--- src/rtl/sm_pkg.sv ---
// rtl/sm_pkg.sv - shared defaults and helpers for the sign-magnitude accumulator
package sm_pkg;
   localparam int W_DEF     = 16;
   localparam int G_DEF     = 4;
   localparam int CNT_W_DEF = 10;

   typedef enum logic {FRAME_IDLE, FRAME_ACCUM} frame_state_t;

   function automatic int sign_idx(input int w);
      return w - 1;
   endfunction

   // Largest magnitude a w-bit sign-magnitude word can carry.
   function automatic longint unsigned sat_limit(input int w);
      return (64'd1 << (w - 1)) - 64'd1;
   endfunction
endpackage

--- src/rtl/sm_accum_if.sv ---
// rtl/sm_accum_if.sv - beat input and frame result handshakes of sm_accum
interface sm_accum_if import sm_pkg::*; #(
   parameter int W     = W_DEF,
   parameter int CNT_W = CNT_W_DEF
) ();
   logic             in_valid;
   logic             in_ready;
   logic [W-1:0]     in_data;
   logic             in_last;
   logic             out_valid;
   logic             out_ready;
   logic [W-1:0]     out_data;
   logic             out_ovf;
   logic [CNT_W-1:0] out_count;

   modport master (
      output in_valid, in_data, in_last, out_ready,
      input  in_ready, out_valid, out_data, out_ovf, out_count
   );

   modport slave (
      input  in_valid, in_data, in_last, out_ready,
      output in_ready, out_valid, out_data, out_ovf, out_count
   );
endinterface

--- src/rtl/sm_add_core.sv ---
// rtl/sm_add_core.sv - combinational sign-magnitude adder with -0 normalisation
module sm_add_core import sm_pkg::*; #(
   parameter int N = W_DEF - 1 + G_DEF
) (
   input  logic         a_sign,
   input  logic [N-1:0] a_mag,
   input  logic         b_sign,
   input  logic [N-1:0] b_mag,
   output logic [N-1:0] sum_mag,
   output logic         sum_sign,
   output logic         carry
);
   logic [N:0] add_w;

   always_comb begin
      add_w    = {1'b0, a_mag} + {1'b0, b_mag};
      sum_mag  = '0;
      sum_sign = 1'b0;
      carry    = 1'b0;
      if (a_sign == b_sign) begin
         sum_mag  = add_w[N-1:0];
         sum_sign = a_sign;
         carry    = add_w[N];
      end else if (a_mag >= b_mag) begin
         sum_mag  = a_mag - b_mag;
         sum_sign = a_sign;
      end else begin
         sum_mag  = b_mag - a_mag;
         sum_sign = b_sign;
      end
      // A carried sum with zero low bits is a full-scale value, not zero.
      if (sum_mag == '0 && !carry) sum_sign = 1'b0;
   end
endmodule

--- src/rtl/sm_accum.sv ---
// rtl/sm_accum.sv - framed sign-magnitude accumulator with saturation and beat count
module sm_accum import sm_pkg::*; #(
   parameter int W     = W_DEF,
   parameter int G     = G_DEF,
   parameter int CNT_W = CNT_W_DEF
) (
   input  logic      clk,
   input  logic      rst,
   sm_accum_if.slave bus
);
   localparam int SB = sign_idx(W);
   localparam int M  = W - 1 + G;
   localparam logic [M-1:0] LIM = M'(sat_limit(W));

   frame_state_t     state, state_nx;
   logic             s1_valid, s1_last, s1_sign;
   logic [W-2:0]     s1_mag;
   logic             acc_sign, ovf_s;
   logic [M-1:0]     acc_mag;
   logic [CNT_W-1:0] cnt;
   logic             stall, s2_adv, accept;
   logic [M-1:0]     sum_mag, nxt_mag;
   logic             sum_sign, carry;
   logic [W-2:0]     fin_mag;
   logic             fin_clamp;

   assign stall        = s1_valid && s1_last && bus.out_valid && !bus.out_ready;
   assign s2_adv       = s1_valid && !stall;
   assign bus.in_ready = !s1_valid || s2_adv;
   assign accept       = bus.in_valid && bus.in_ready;

   sm_add_core #(.N(M)) u_add (
      .a_sign   (acc_sign),
      .a_mag    (acc_mag),
      .b_sign   (s1_sign),
      .b_mag    ({{G{1'b0}}, s1_mag}),
      .sum_mag  (sum_mag),
      .sum_sign (sum_sign),
      .carry    (carry)
   );

   always_comb begin
      nxt_mag   = carry ? '1 : sum_mag;
      fin_clamp = nxt_mag > LIM;
      fin_mag   = fin_clamp ? LIM[W-2:0] : nxt_mag[W-2:0];
   end

   always_comb begin
      state_nx = state;
      case (state)
         FRAME_IDLE:  if (accept) state_nx = FRAME_ACCUM;
         FRAME_ACCUM: if (s2_adv && s1_last && !accept) state_nx = FRAME_IDLE;
      endcase
   end

   always_ff @(posedge clk) begin
      if (rst) begin
         state         <= FRAME_IDLE;
         s1_valid      <= 1'b0;
         s1_last       <= 1'b0;
         s1_sign       <= 1'b0;
         s1_mag        <= '0;
         acc_sign      <= 1'b0;
         acc_mag       <= '0;
         ovf_s         <= 1'b0;
         cnt           <= '0;
         bus.out_valid <= 1'b0;
         bus.out_data  <= '0;
         bus.out_ovf   <= 1'b0;
         bus.out_count <= '0;
      end else begin
         state <= state_nx;
         if (accept) begin
            s1_valid <= 1'b1;
            s1_last  <= bus.in_last;
            s1_mag   <= bus.in_data[W-2:0];
            s1_sign  <= bus.in_data[SB] && (bus.in_data[W-2:0] != '0);
         end else if (s2_adv) begin
            s1_valid <= 1'b0;
         end

         if (bus.out_valid && bus.out_ready) bus.out_valid <= 1'b0;

         if (s2_adv) begin
            if (s1_last) begin
               acc_sign      <= 1'b0;
               acc_mag       <= '0;
               ovf_s         <= 1'b0;
               cnt           <= '0;
               bus.out_valid <= 1'b1;
               bus.out_data  <= {sum_sign, fin_mag};
               bus.out_ovf   <= ovf_s || carry || fin_clamp;
               bus.out_count <= cnt + CNT_W'(1);
            end else begin
               acc_sign <= sum_sign;
               acc_mag  <= nxt_mag;
               ovf_s    <= ovf_s || carry;
               cnt      <= cnt + CNT_W'(1);
            end
         end
      end
   end
endmodule

--- src/flat_wrapper.sv ---
// flat-port wrapper written by rule: the top's interface ports become plain ports
module sm_accum_flat import sm_pkg::*;
#(
   parameter int W     = W_DEF,
   parameter int G     = G_DEF,
   parameter int CNT_W = CNT_W_DEF
)
  (clk, rst, bus_in_valid, bus_in_data, bus_in_last, bus_out_ready, bus_in_ready, bus_out_valid, bus_out_data, bus_out_ovf, bus_out_count);
  sm_accum_if #(.W(W), .CNT_W(CNT_W)) bus_i ();
  input  logic clk;
  input  logic rst;
  input wire logic [$bits(bus_i.in_valid)-1:0] bus_in_valid;
  input wire logic [$bits(bus_i.in_data)-1:0] bus_in_data;
  input wire logic [$bits(bus_i.in_last)-1:0] bus_in_last;
  input wire logic [$bits(bus_i.out_ready)-1:0] bus_out_ready;
  output wire logic [$bits(bus_i.in_ready)-1:0] bus_in_ready;
  output wire logic [$bits(bus_i.out_valid)-1:0] bus_out_valid;
  output wire logic [$bits(bus_i.out_data)-1:0] bus_out_data;
  output wire logic [$bits(bus_i.out_ovf)-1:0] bus_out_ovf;
  output wire logic [$bits(bus_i.out_count)-1:0] bus_out_count;
  assign bus_i.in_valid = bus_in_valid;
  assign bus_i.in_data = bus_in_data;
  assign bus_i.in_last = bus_in_last;
  assign bus_i.out_ready = bus_out_ready;
  assign bus_in_ready = bus_i.in_ready;
  assign bus_out_valid = bus_i.out_valid;
  assign bus_out_data = bus_i.out_data;
  assign bus_out_ovf = bus_i.out_ovf;
  assign bus_out_count = bus_i.out_count;
  sm_accum #(.W(W), .G(G), .CNT_W(CNT_W)) u_core (.clk(clk), .rst(rst), .bus(bus_i));
endmodule
--- config.mk ---
export PLATFORM = sky130hd
export DESIGN_NAME = sm_accum_flat
export DESIGN_NICKNAME = d
export VERILOG_FILES = /design/src/rtl/sm_pkg.sv /design/src/rtl/sm_accum_if.sv /design/src/rtl/sm_add_core.sv /design/src/rtl/sm_accum.sv /design/src/flat_wrapper.sv
export SDC_FILE = /design/constraint.sdc
export NUM_CORES = 1
export LEC_CHECK = 0
export ABC_AREA = 1
export CAP_MARGIN = 20
export CORE_MARGIN = 1
export CORE_UTILIZATION = 55
export CTS_CLUSTER_SIZE = 28
export DETAILED_ROUTE_END_ITERATION = 10
export PLACE_DENSITY = 0.75
export SYNTH_ARGS = -nofsm -noshare
export SYNTH_HDL_FRONTEND = slang
export SYNTH_SLANG_ARGS = --single-unit
export TNS_END_PERCENT = 50
--- constraint.sdc ---
create_clock -name clk -period 7.5 [get_ports clk]
set_input_delay 2.25 -clock clk [delete_from_list [all_inputs] [get_ports clk]]
set_output_delay 2.25 -clock clk [all_outputs]
set_load 0.02 [all_outputs]
==> flow_summary.ini, run 1 <==
[place]
dp_cells = 1301
portBuffers = 49
pre_cts_ws_ns = 1.57
dp_hpwl_um = 15700
place.gp.congestion = 0.959
placed_cell_area_mm2 = 0.00740

[cts]
clkSinkCount = 77
clk_latency_ns = 0.34
cts_root_buf = clkbuf_16
cts_buffers = 9
hold_buffers = 0
cts_buffer_depth = 2
post_cts_buffers = 0
h-tree-depth = 3
cts_resized = 0
clk_pin_slew_worst_paths_ns = 0.06
cts_tree = built

[power_and_ir_drop]
p_leak_nw = 3.81
total_power_mw = 1.44
power.density_mw_per_mm2 = 188
max-vdd-ir-drop_mv = 0.156

[logic_synthesis]
synth_edf_count = 0
synth_xor_area_share_pct = 2.90
synth_flop_cell = dfxtp_1
ys_types = 49
yosys.area_share.simple_pct = 38.5
synth_cells = 1120
yosysWarnings = 0
synthArstFlopShare_pct = 0
synth_seq_cells = 77
syn_nets = 1190
synth-compound-area-share_pct = 13.8
synth_fa_ha_area_share_pct = 9.16
yosysSeqAreaShare_pct = 22.2
synth_area_mm2 = 0.00694
avgSynthCellArea_um2 = 6.20
synth_top_family_by_area = simple AND/OR/NAND/NOR gates
synthMuxAreaShare_pct = 0

[sta]
setup_tns_ns = 0
finalCriticalPeriod_ns = 5.93
worst_slew_pin_slew_ns = 1.10
relSlewSlack_pct = 26.3
fin_crit_sh_pct = 79.1
hold_violations = 0
finalWorstSetupSlack_ns = 1.57
slew_viol_final = 0
setup_viol = 0
max_freq_mhz = 169
rsz0062_at_grt = no
fin_skew_ns = 0.00537

[global_routing]
grt_pass1_wl_um = 31900
grt_antenna_before_repair = 0
grt_max_degree = 37
grt_pass1_vias = 6433
grt-ovfl-total = 0
groute.usage.overall_pct = 31.5

[layout]
final_cell_mix = nand2_1 (351), inv_1 (149), a21oi_1 (88), nand3_1 (83), nor2_1 (80)
nets = 1214
mostFrequentLayoutCell = nand2_1
instances_no_fill = 1316
final_layout_size_suffix_gt1_share_pct = 9.06
multi_input_area_mm2 = 0.00448
regArea_mm2 = 0.00154
n_fill_cell = 1228
finish.instance_area_mm2 = 0.00767
diodes = 0
syn2layout_area_growth_pct = 10.5

[critical_path]
rr_endpoint = u_core.bus.out_data[1]
arrival_ns = 3.68
critPathLaunchType = input pin
rrSetupSlack_ns = 3.88
r2r_cells = 15
critPathLaunch = bus_out_ready
worstSetupPathType = in2out
crit_fanout = 3
worstPathRequired_ns = 5.25
setup.worst_path.end_class = output pin
reg2reg_from = u_core.acc_mag[10]

[drt]
drt-initial-drc-count = 523
drt-total-wl_um = 20000
firstDrtPassIters = 5
via_per_inst = 5.35
num_vias = 7043
drc = 0
detail-route-antenna-nets = 0
drt-wirelength-per-cell_um = 15.2

[min_path]
hold_path.class = reg2reg
hold-path-endpoint = u_core.cnt[9]
holdPathStages = 2
min-delay-start = u_core.cnt[9]

[die]
chipWidth_um = 114
start_util_pct = 57.1
fp-row-count = 40
ios = 50
die_area_mm2 = 0.0131
die_y_um = 114
core_area_mm2 = 0.0122

[status]
outcome = finished clean

[job]
maxCapViolations = 0
[sequential cells by signal, summed over array words and instances, names as in the netlist, 10 cells and up]
name                  cells
u_core.acc_mag           19
u_core.bus.out_count     10
u_core.bus.out_data      16
u_core.cnt               10
u_core.s1_mag            15
[cells in the mapped netlist (2+ instances only)]
cell type  number  area [um2]
fa_1            3        60.1
dfxtp_1        77        1540
clkinv_1        2        7.51
o211ai_1        8        60.1
nand2_4         6        67.6
buf_2           3        15.0
o21ai_0        41         205
xor2_1         17         149
buf_4           6        45.0
ha_1           46         576
nand3_1        83         415
nand3_2        14         140
nand4_1        17         106
nand2_2        13        81.3
inv_1         149         559
or2_2           5        31.3
o21bai_1        2        15.0
nor2_4          5        56.3
a21oi_1        88         440
nor2_2          2        12.5
inv_2          22        82.6
nand3_4         2        35.0
xnor2_1         6        52.6
buf_8           2        30.0
nor4_1          5        31.3
nor3_1          6        30.0
buf_6          10         113
nor2_1         81         304
nand2_1       351        1320
o21ai_1         2        10.0
o211ai_2       10         125
clkbuf_1       19        71.3
[per-stage QoR]
stage / hold WS, ns / util [%]
4_1_cts: 0.482 / 63.1
2_1_floorplan: 0.455 / -
3_3_place_gp: 0.465 / 60.9
5_1_grt: 0.509 / 63.1
6_report: 0.485 / 63.1
3_5_place_dp: 0.473 / 60.9
[cell type report]
class | count | area share [%]
multi-input combinational | 829 | 58.3
sequential | 77 | 20.1
inverter | 173 | 8.46
timing repair buffer | 54 | 6.88
clock buffer | 11 | 3.16
tap | 168 | 2.74
clock inverter | 4 | 0.326
[worst max path at each step]
stage | cells past startpoint | slack (ns) | end
after floorplan | 4 | 2.56 | bus_in_ready
after global placement | 6 | 1.61 | bus_in_ready
after detailed placement | 6 | 1.57 | bus_in_ready
after CTS | 6 | 1.57 | bus_in_ready
after global routing | 6 | 1.40 | bus_in_ready
final | 6 | 1.57 | bus_in_ready
[critical path: stages]
cell	delay [ns]
clkdlybuf4s50_1	0.42
nor2_1	0.17
inv_1	0.07
nor2_1	0.16
inv_1	0.08
clkdlybuf4s50_1	0.53
[metal layers]
metal  global-route usage (%)  up-vias  wire, um
li1                         -     3589         -
met1                     41.7     3162      9070
met2                     50.7      238      9010
met3                     4.24       54      1170
met4                     15.4        0       797
met5                        0        -         0
[kinds of logic (layout without fill, tap and decap cells)]
logic type / count (synthesis) / after routing
buf+inv: 214 / 242
flops: 77 / 77
fa+ha+maj: 49 / 49
xor+xnor: 23 / 23
simple gates: 595 / 595
compound gates: 162 / 162
[power breakdown]
group / switching [mW] / leakage (nW) / internal, mW
registers: 0.0184 / 0.628 / 0.428
logic: 0.414 / 3.05 / 0.189
clock network: 0.165 / 0.127 / 0.230
No activity file was read; power rests on OpenSTA's default activity.
==> run 2, diff against run 1 <==
- clock period: 7.5 -> 5.65 ns (I/O delays scaled with it)
==> flow_summary.ini, run 2 (synthesis results as in run 1) <==
[sta]
fin_crit_sh_pct = 85.1
finalCriticalPeriod_ns = 4.81
worst_slew_pin_slew_ns = 0.980
setup_tns_ns = 0
setup_viol = 0
hold_violations = 0
fin_skew_ns = 0.00701
max_freq_mhz = 208
rsz0062_at_grt = no
relSlewSlack_pct = 34.2
slew_viol_final = 0

[place]
dp_hpwl_um = 15600
placed_cell_area_mm2 = 0.00740
portBuffers = 49
place.gp.congestion = 0.954

[layout]
largest_reg_flops = 19
finish.instance_area_mm2 = 0.00770
n_fill_cell = 1178
syn2layout_area_growth_pct = 10.9
top_regs = u_core.acc_mag (19), u_core.bus.out_data (16), u_core.s1_mag (15)
regArea_mm2 = 0.00154
mostFrequentLayoutCell = nand2_1
final_layout_size_suffix_gt1_share_pct = 9.05
nets = 1214
final_core_util_pct = 63.3
max_flop_register = u_core.acc_mag
diodes = 0
multi_input_area_mm2 = 0.00448
final_cell_mix = nand2_1 (351), inv_1 (149), a21oi_1 (88), nand3_1 (83), nor2_1 (80)

[global_routing]
grt_max_degree = 37
grt_pass1_wl_um = 31500
groute.usage.overall_pct = 31.1
grt_antenna_before_repair = 0
grt_pass1_vias = 6324
grt-ovfl-total = 0

[cts]
cts_resized = 0
cts_buffers = 9
hold_buffers = 0
clk_pin_slew_worst_paths_ns = 0.05
h-tree-depth = 3
cts_buffer_depth = 2
clkSinkCount = 77
clk_latency_ns = 0.34
post_cts_buffers = 0
cts_tree = built
cts_root_buf = clkbuf_16

[critical_path]
crit_fanout = 3
arrival_ns = 3.11
worstSetupPathType = in2out
r2r_cells = 15
critPathLaunchType = input pin
setup.worst_path.end_class = output pin
worstPathRequired_ns = 3.95

[die]
die_y_um = 114
chipWidth_um = 114
ios = 50
start_util_pct = 57.1
core_area_mm2 = 0.0122
die_area_mm2 = 0.0131
fp-row-count = 40

[min_path]
hold_path.class = reg2reg
holdPathStages = 2

[status]
outcome = finished clean

[drt]
drt-wirelength-per-cell_um = 14.9
drc = 0
detail-route-antenna-nets = 0
drt-initial-drc-count = 468
num_vias = 6979
via_per_inst = 5.30
drt-total-wl_um = 19700
firstDrtPassIters = 5

[power_and_ir_drop]
max-vdd-ir-drop_mv = 0.213
power.density_mw_per_mm2 = 255
p_leak_nw = 3.82

[job]
maxCapViolations = 0
## run 2: power breakdown
group / internal (mW) / switching [mW] / leakage (nW) / total, mW
clock: 0.353 / 0.217 / 0.143 / 0.570
combinational: 0.251 / 0.546 / 3.05 / 0.798
sequential: 0.568 / 0.0243 / 0.628 / 0.592
total: 1.17 / 0.788 / 3.82 / 1.96
## run 2: per-layer routing
metal | GRT usage, % | up-vias | part of all wire, %
li1 | - | 3580 | -
met1 | 40.9 | 3151 | 45
met2 | 51.8 | 207 | 46
met3 | 4.76 | 41 | 6.0
met4 | 10.8 | 0 | 2.9
met5 | 0 | - | 0
## run 2: path summary, 6_finish.rpt
| check | start | slack (ns) | end |
|---|---|---|---|
| hold / removal | u_core.cnt[4] | 0.49 | u_core.cnt[4] |
| hold reg to reg | u_core.cnt[4] | 0.49 | u_core.cnt[4] |
| setup reg to reg | u_core.acc_mag[10] | 2.04 | u_core.bus.out_data[1] |
| setup / recovery | bus_out_ready | 0.84 | bus_in_ready |
## run 2: layout make-up
type / instances / area share, %
clock buffers: 12 / 3.20
well taps: 168 / 2.73
inverters: 173 / 8.43
multi-input cells: 829 / 58.1
flip-flops and latches: 77 / 20.0
clock inverters: 4 / 0.618
repair buffers: 54 / 6.86
## run 2: worst max-delay path, cell delays in order
cell and delay (ns):
clkdlybuf4s50_1 0.40, nor2_1 0.16, inv_1 0.08, nor2_1 0.16, inv_1 0.08, clkdlybuf4s50_1 0.53
## run 2: per-stage QoR
| step | setup slack, ns | hold WS (ns) | total power, mW | instances |
|---|---|---|---|---|
| 4_1_cts | 0.852 | 0.490 | 1.95 | 1317 |
| 3_5_place_dp | 0.855 | 0.482 | 1.38 | 1301 |
| 5_1_grt | 0.681 | 0.516 | 2.07 | 1317 |
| 6_report | 0.845 | 0.491 | 1.96 | 1317 |
| 2_1_floorplan | 1.82 | 0.455 | 1.21 | 1120 |
| 3_3_place_gp | 0.869 | 0.471 | 1.38 | 1301 |
